===== config.mk =====
export PLATFORM = sky130hd
export DESIGN_NAME = mem_arbiter
export DESIGN_NICKNAME = d
export VERILOG_FILES = /design/src/rtl/mem_pkg.sv /design/src/rtl/mem_prio_sel.sv /design/src/rtl/mem_arbiter.sv
export SDC_FILE = /design/constraint.sdc
export NUM_CORES = 1
export LEC_CHECK = 0
export ABC_AREA = 1
export BUFFER_PORTS_ARGS = -buffer_cell sky130_fd_sc_hd__clkbuf_2
export CAP_MARGIN = 15
export CORE_AREA = 5 5 76 78
export DETAILED_ROUTE_END_ITERATION = 8
export DIE_AREA = 0 0 81 83
export PLACE_DENSITY = 0.83
export SLEW_MARGIN = 30
export SYNTH_ARGS = -nofsm -noshare
export SYNTH_HDL_FRONTEND = slang
export SYNTH_SLANG_ARGS = --single-unit

===== constraint.sdc =====
create_clock -name clk -period 2.75 [get_ports clk]
set_input_delay 0.4125 -clock clk [delete_from_list [all_inputs] [get_ports clk]]
set_output_delay 0.4125 -clock clk [all_outputs]
set_load 0.02 [all_outputs]

===== src/rtl/mem_pkg.sv =====
// Shared definitions for the instruction/data memory arbiter: op encoding, FSM state, widths.
// Latency: n/a (types and pure functions only).
// Backpressure: n/a.
package mem_pkg;

  // Word-address width of the instruction memory port.
  localparam int IMEM_AWIDTH = 11;

  // Memory op encoding.
  localparam logic [2:0] OP_NOP  = 3'd0;
  localparam logic [2:0] OP_LB   = 3'd1;
  localparam logic [2:0] OP_LH   = 3'd2;
  localparam logic [2:0] OP_LW   = 3'd3;
  localparam logic [2:0] OP_SB   = 3'd4;
  localparam logic [2:0] OP_SH   = 3'd5;
  localparam logic [2:0] OP_SW   = 3'd6;
  localparam logic [2:0] OP_RSVD = 3'd7;

  // Response-owner FSM state.
  typedef logic [1:0] state_t;
  localparam state_t ST_IDLE    = 2'd0;
  localparam state_t ST_RESP_IF = 2'd1;
  localparam state_t ST_RESP_LS = 2'd2;

  // A load/store op that actually touches memory (NOP and the reserved code do not).
  function automatic logic op_is_valid(input logic [2:0] op);
    return (op != OP_NOP) && (op != OP_RSVD);
  endfunction

  function automatic logic op_is_store(input logic [2:0] op);
    return (op == OP_SB) || (op == OP_SH) || (op == OP_SW);
  endfunction

endpackage


===== src/rtl/mem_prio_sel.sv =====
// Two-way priority select: load/store beats fetch unless the fetch starvation override is set.
// Latency: purely combinational, zero cycles.
// Backpressure: the losing requester simply sees no win and must hold its request.
// Ports: i_if_vld / i_ls_vld - qualified requests; i_force_if - starvation override;
//        o_if_win / o_ls_win - one-hot-or-zero winner.
module mem_prio_sel (
  input  logic i_if_vld,
  input  logic i_ls_vld,
  input  logic i_force_if,
  output logic o_if_win,
  output logic o_ls_win
);

  // The override only matters when fetch is actually asking; otherwise ls still wins.
  assign o_if_win = i_if_vld & (~i_ls_vld | i_force_if);
  assign o_ls_win = i_ls_vld & ~(i_if_vld & i_force_if);

endmodule


===== src/rtl/mem_arbiter.sv =====
// Arbitrates fetch and load/store onto one memory port, with a starvation guard for fetch.
// Latency: grant combinational in the request cycle; response exactly 1 cycle after issue.
// Backpressure: a requester without grant holds its request; no grant -> memory stalled.
// Ports: clk/nrst; if_req/if_addr -> if_gnt, if_rvalid/if_rdata;
//        ls_req/ls_op/ls_addr/ls_wdata -> ls_gnt, ls_rvalid/ls_rdata;
//        mem_stall/mem_op/mem_addr/mem_wdata to memory, mem_rdata back.
module mem_arbiter
  import mem_pkg::*;
#(
  parameter int ADDR_Width = IMEM_AWIDTH,
  parameter int STARVE_MAX = 3
) (
  input  logic                  clk,
  input  logic                  nrst,
  input  logic                  if_req,
  input  logic [ADDR_Width-1:0] if_addr,
  output logic                  if_gnt,
  output logic                  if_rvalid,
  output logic [31:0]           if_rdata,
  input  logic                  ls_req,
  input  logic [2:0]            ls_op,
  input  logic [ADDR_Width-1:0] ls_addr,
  input  logic [31:0]           ls_wdata,
  output logic                  ls_gnt,
  output logic                  ls_rvalid,
  output logic [31:0]           ls_rdata,
  output logic                  mem_stall,
  output logic [2:0]            mem_op,
  output logic [ADDR_Width-1:0] mem_addr,
  output logic [31:0]           mem_wdata,
  input  logic [31:0]           mem_rdata
);

  localparam int CW = (STARVE_MAX < 1) ? 1 : $clog2(STARVE_MAX + 1);

  logic          w_if_vld;
  logic          w_ls_vld;
  logic          w_force_if;
  logic          w_if_win;
  logic          w_ls_win;
  logic [CW-1:0] r_starve_cnt;
  state_t        r_state;
  state_t        w_state_nxt;
  logic          r_ls_store;

  // Requests are masked while reset is held so nothing is issued during reset.
  assign w_if_vld   = nrst & if_req;
  assign w_ls_vld   = nrst & ls_req & op_is_valid(ls_op);
  assign w_force_if = (r_starve_cnt == CW'(STARVE_MAX));

  mem_prio_sel u_prio_sel (
    .i_if_vld   (w_if_vld),
    .i_ls_vld   (w_ls_vld),
    .i_force_if (w_force_if),
    .o_if_win   (w_if_win),
    .o_ls_win   (w_ls_win)
  );

  assign if_gnt = w_if_win;
  assign ls_gnt = w_ls_win;

  // Memory command mux; idle cycles stall memory so its rdata is held.
  always_comb begin
    mem_stall = 1'b1;
    mem_op    = OP_NOP;
    mem_addr  = '0;
    mem_wdata = '0;
    if (w_if_win) begin
      mem_stall = 1'b0;
      mem_op    = OP_LW;
      mem_addr  = if_addr;
    end else if (w_ls_win) begin
      mem_stall = 1'b0;
      mem_op    = ls_op;
      mem_addr  = ls_addr;
      mem_wdata = ls_wdata;
    end
  end

  // Counts consecutive cycles where fetch asked but load/store took the port.
  always_ff @(posedge clk or negedge nrst) begin
    if (!nrst) begin
      r_starve_cnt <= '0;
    end else if (!if_req || w_if_win) begin
      r_starve_cnt <= '0;
    end else if (w_ls_win && (r_starve_cnt != CW'(STARVE_MAX))) begin
      r_starve_cnt <= r_starve_cnt + 1'b1;
    end
  end

  // Response owner is simply whoever was granted last cycle.
  always_comb begin
    w_state_nxt = ST_IDLE;
    if (w_if_win)      w_state_nxt = ST_RESP_IF;
    else if (w_ls_win) w_state_nxt = ST_RESP_LS;
  end

  always_ff @(posedge clk or negedge nrst) begin
    if (!nrst) begin
      r_state    <= ST_IDLE;
      r_ls_store <= 1'b0;
    end else begin
      r_state <= w_state_nxt;
      if (w_ls_win) r_ls_store <= op_is_store(ls_op);
    end
  end

  assign if_rvalid = (r_state == ST_RESP_IF);
  assign ls_rvalid = (r_state == ST_RESP_LS);
  assign if_rdata  = if_rvalid ? mem_rdata : 32'd0;
  // A store response is only a completion ack; its data bus stays zero.
  assign ls_rdata  = (ls_rvalid && !r_ls_store) ? mem_rdata : 32'd0;

endmodule


==> run metrics <==
CORE AREA=roughly 5000 um2; outcome=finished clean; Die W=between 80 and 90 um; FFs w/ async S/R, synth=100%; vias in the first global route=around 1900; sequential area share after synthesis=a little under 9%; crit path kind=reg2out; final period utilization=between 80% and 90%; peak supply drop=a little under 0.2 mV; cell area after synthesis=between 1000 and 1500 um2; Worst Hold Class=in2async; R2R cell count=5; post-synthesis register bit count=5; htree depth=1; Worst setup SP type=register; Crit. End Element=primary output; row count=26; top cells by count, synth=inv_1 (76), nor2_1 (71), nor2_4 (28), nand3_1 (24), nand2_1 (22); synthesized netlist cell count=254; critical path fanouts, max=13; Reg clk slew, reported paths=~0.04 ns; initial core utilization=between 20% and 30%; cell taking the most area after synthesis=nor2_4; post-detail-place hpwl=between 4 and 5 mm; # IOs=about 210; count leader, synth=inv_1; unique cell type count in the Yosys netlist=23; Multi-input gate area=roughly 900 um2; Pre-antenna DRT Iters=4; NumNets Final=between 500 and 600; setup repair after global routing missed its margin=no; IO Port Bufs=between 200 and 250; post-place setup slack=0.458 ns; number of synthesized flops with an enable pin=0; worst setup margin=0.447 ns; post-CTS setup buffers=0; Synth Flop Type=dfrtp_1; clk buf depth=2; Root Driver=clkbuf_8; largest net degree at the start of global routing=38; final hold viol count=0; Slew @ Worst Pin=between 0.5 and 0.6 ns; routed len/inst=roughly 11 um; clock skew=a little under 0.003 ns; Slew headroom=between 60% and 70%; endpoints failing setup=0; final setup TNS=0 ns; highest clock rate=434 MHz; clk sinks=5; # DRC=0; CTS tree=yes; Vias=2108; first-pass GRT wire length=approximately 8.5 mm; GR Overflow Total=0; layout cell share with drive strength beyond 1=a little over half; top cell type's share of synthesized area=between 20% and 30%; yosys warns=0; mean number of vias per cell=around 4.0; CTS Buf Count=3; Post-DRT Antenna Nets=0; max-cap viol count=0; Mean Syn Cell Area=5.66 um2; required time worst endpoint=2.34 ns; Post-CTS Resized=0; Leak Pwr=0.00180 uW; Syn Nets=348; Period minus WS final=2.30 ns; top post-synthesis cells by area=nor2_4 (22%), inv_1 (20%), nor2_1 (19%), dfrtp_1 (8.7%), nand3_1 (8.4%); initial antenna violation count=0; Placer Congestion=approximately 0.83; Area Overhead vs Synth=74.8%; register area=approximately 130 um2; clock latency on the worst-skew pair=approximately 0.22 ns; hold buffers post-CTS=0; Critical Path AT=1.89 ns; PwrDens=approximately 240 nW/um2; DR iter-0 viols=36; die height=around 83 um; Die Area=6720 um2; Total Wirelength=between 5 and 6 mm; gr usage total=around 15%; fillers=507; Slew Limit Fails=0; diode count=0
[power by group]
part | total, uW | internal, uW | switching, uW
registers | 82.0 | 79.1 | 2.86
clock network | 132 | 99.2 | 32.6
logic | 382 | 134 | 248
[metrics by stage]
stage / std cells / area (um2) / utilization, % / total power, uW / hold slack [ns]
after floorplan: 254 / 1440 / - / 324 / 0.117
after global placement: 519 / 2460 / 49.1 / 461 / 0.252
after detailed placement: 519 / 2460 / 49.1 / 467 / 0.263
after CTS: 523 / 2510 / 50.0 / 604 / 0.0286
after global routing: 523 / 2510 / 50.1 / 641 / 0.0361
final: 523 / 2510 / 50.1 / 596 / 0.0253
[path summary, 6_finish.rpt]
check | from | endpoint | slack [ns]
worst max-delay path | r_starve_cnt[0] | if_gnt | 0.45
worst min-delay path | nrst | r_state[0] | 0.03
worst max register to register | r_starve_cnt[0] | r_state[0] | 1.11
worst min register to register | r_ls_store | r_ls_store | 0.49
max in group asynchronous | nrst | r_ls_store | 2.56
min in group clk | if_req | r_starve_cnt[0] | 0.48
[layer usage]
metal  GRT usage (%)  vias up  wire length (um)
li1                -     1105                 -
met4            1.38        0                17
met1            15.8      885              1860
met2            29.5      114              3030
met3            4.87        4               696
met5               0        -                 0
[cells in the final DEF (no fill, tap or decap)]
cell type and instances:
nand3_1 24, nand2_1 20, nor2_4 28, o21ai_1 2
nand2_2 3, nor2_1 71, buf_4 1, dfrtp_1 5
inv_1 76, clkbuf_2 207, clkinv_1 1, clkbuf_8 3
nor2_8 1, inv_2 2, nand3_2 1, nor3_4 1
nand2_8 1, nand4_1 2, ha_1 1, clkbuf_1 1
nand2_4 1, o21ai_0 1
[sequential cells by signal, indices dropped and copies added, names as in the netlist]
signal / count
r_starve_cnt: 2
r_ls_store: 1
r_state: 2
[logic make-up (layout without fill, tap and decap cells)]
| logic type | Yosys count | count (layout) | synth area share (%) |
|---|---|---|---|
| AND/OR/NAND/NOR | 153 | 153 | 61.3 |
| buffers and inverters | 92 | 291 | 28.0 |
| flip-flops | 5 | 5 | 8.71 |
| AO/OA/AOI/OAI | 3 | 3 | 1.04 |
| adder cells (fa/ha/maj) | 1 | 1 | 0.871 |
[area by class of cell]
type	instances	share of cell area (%)
Tap cell	70	3.49
Sequential cell	5	4.98
Clock buffer	4	1.79
Inverter	79	11.8
Timing Repair Buffer	208	41.6
Multi-Input combinational cell	157	36.4
[critical path, cell delays in order, from the launching register on]
cell      delay, ns
dfrtp_1        0.39
ha_1           0.23
inv_1          0.08
nand4_1        0.43
nand2_1        0.27
inv_1          0.11
clkbuf_2       0.16
No activity file was read; power rests on OpenSTA's default activity.
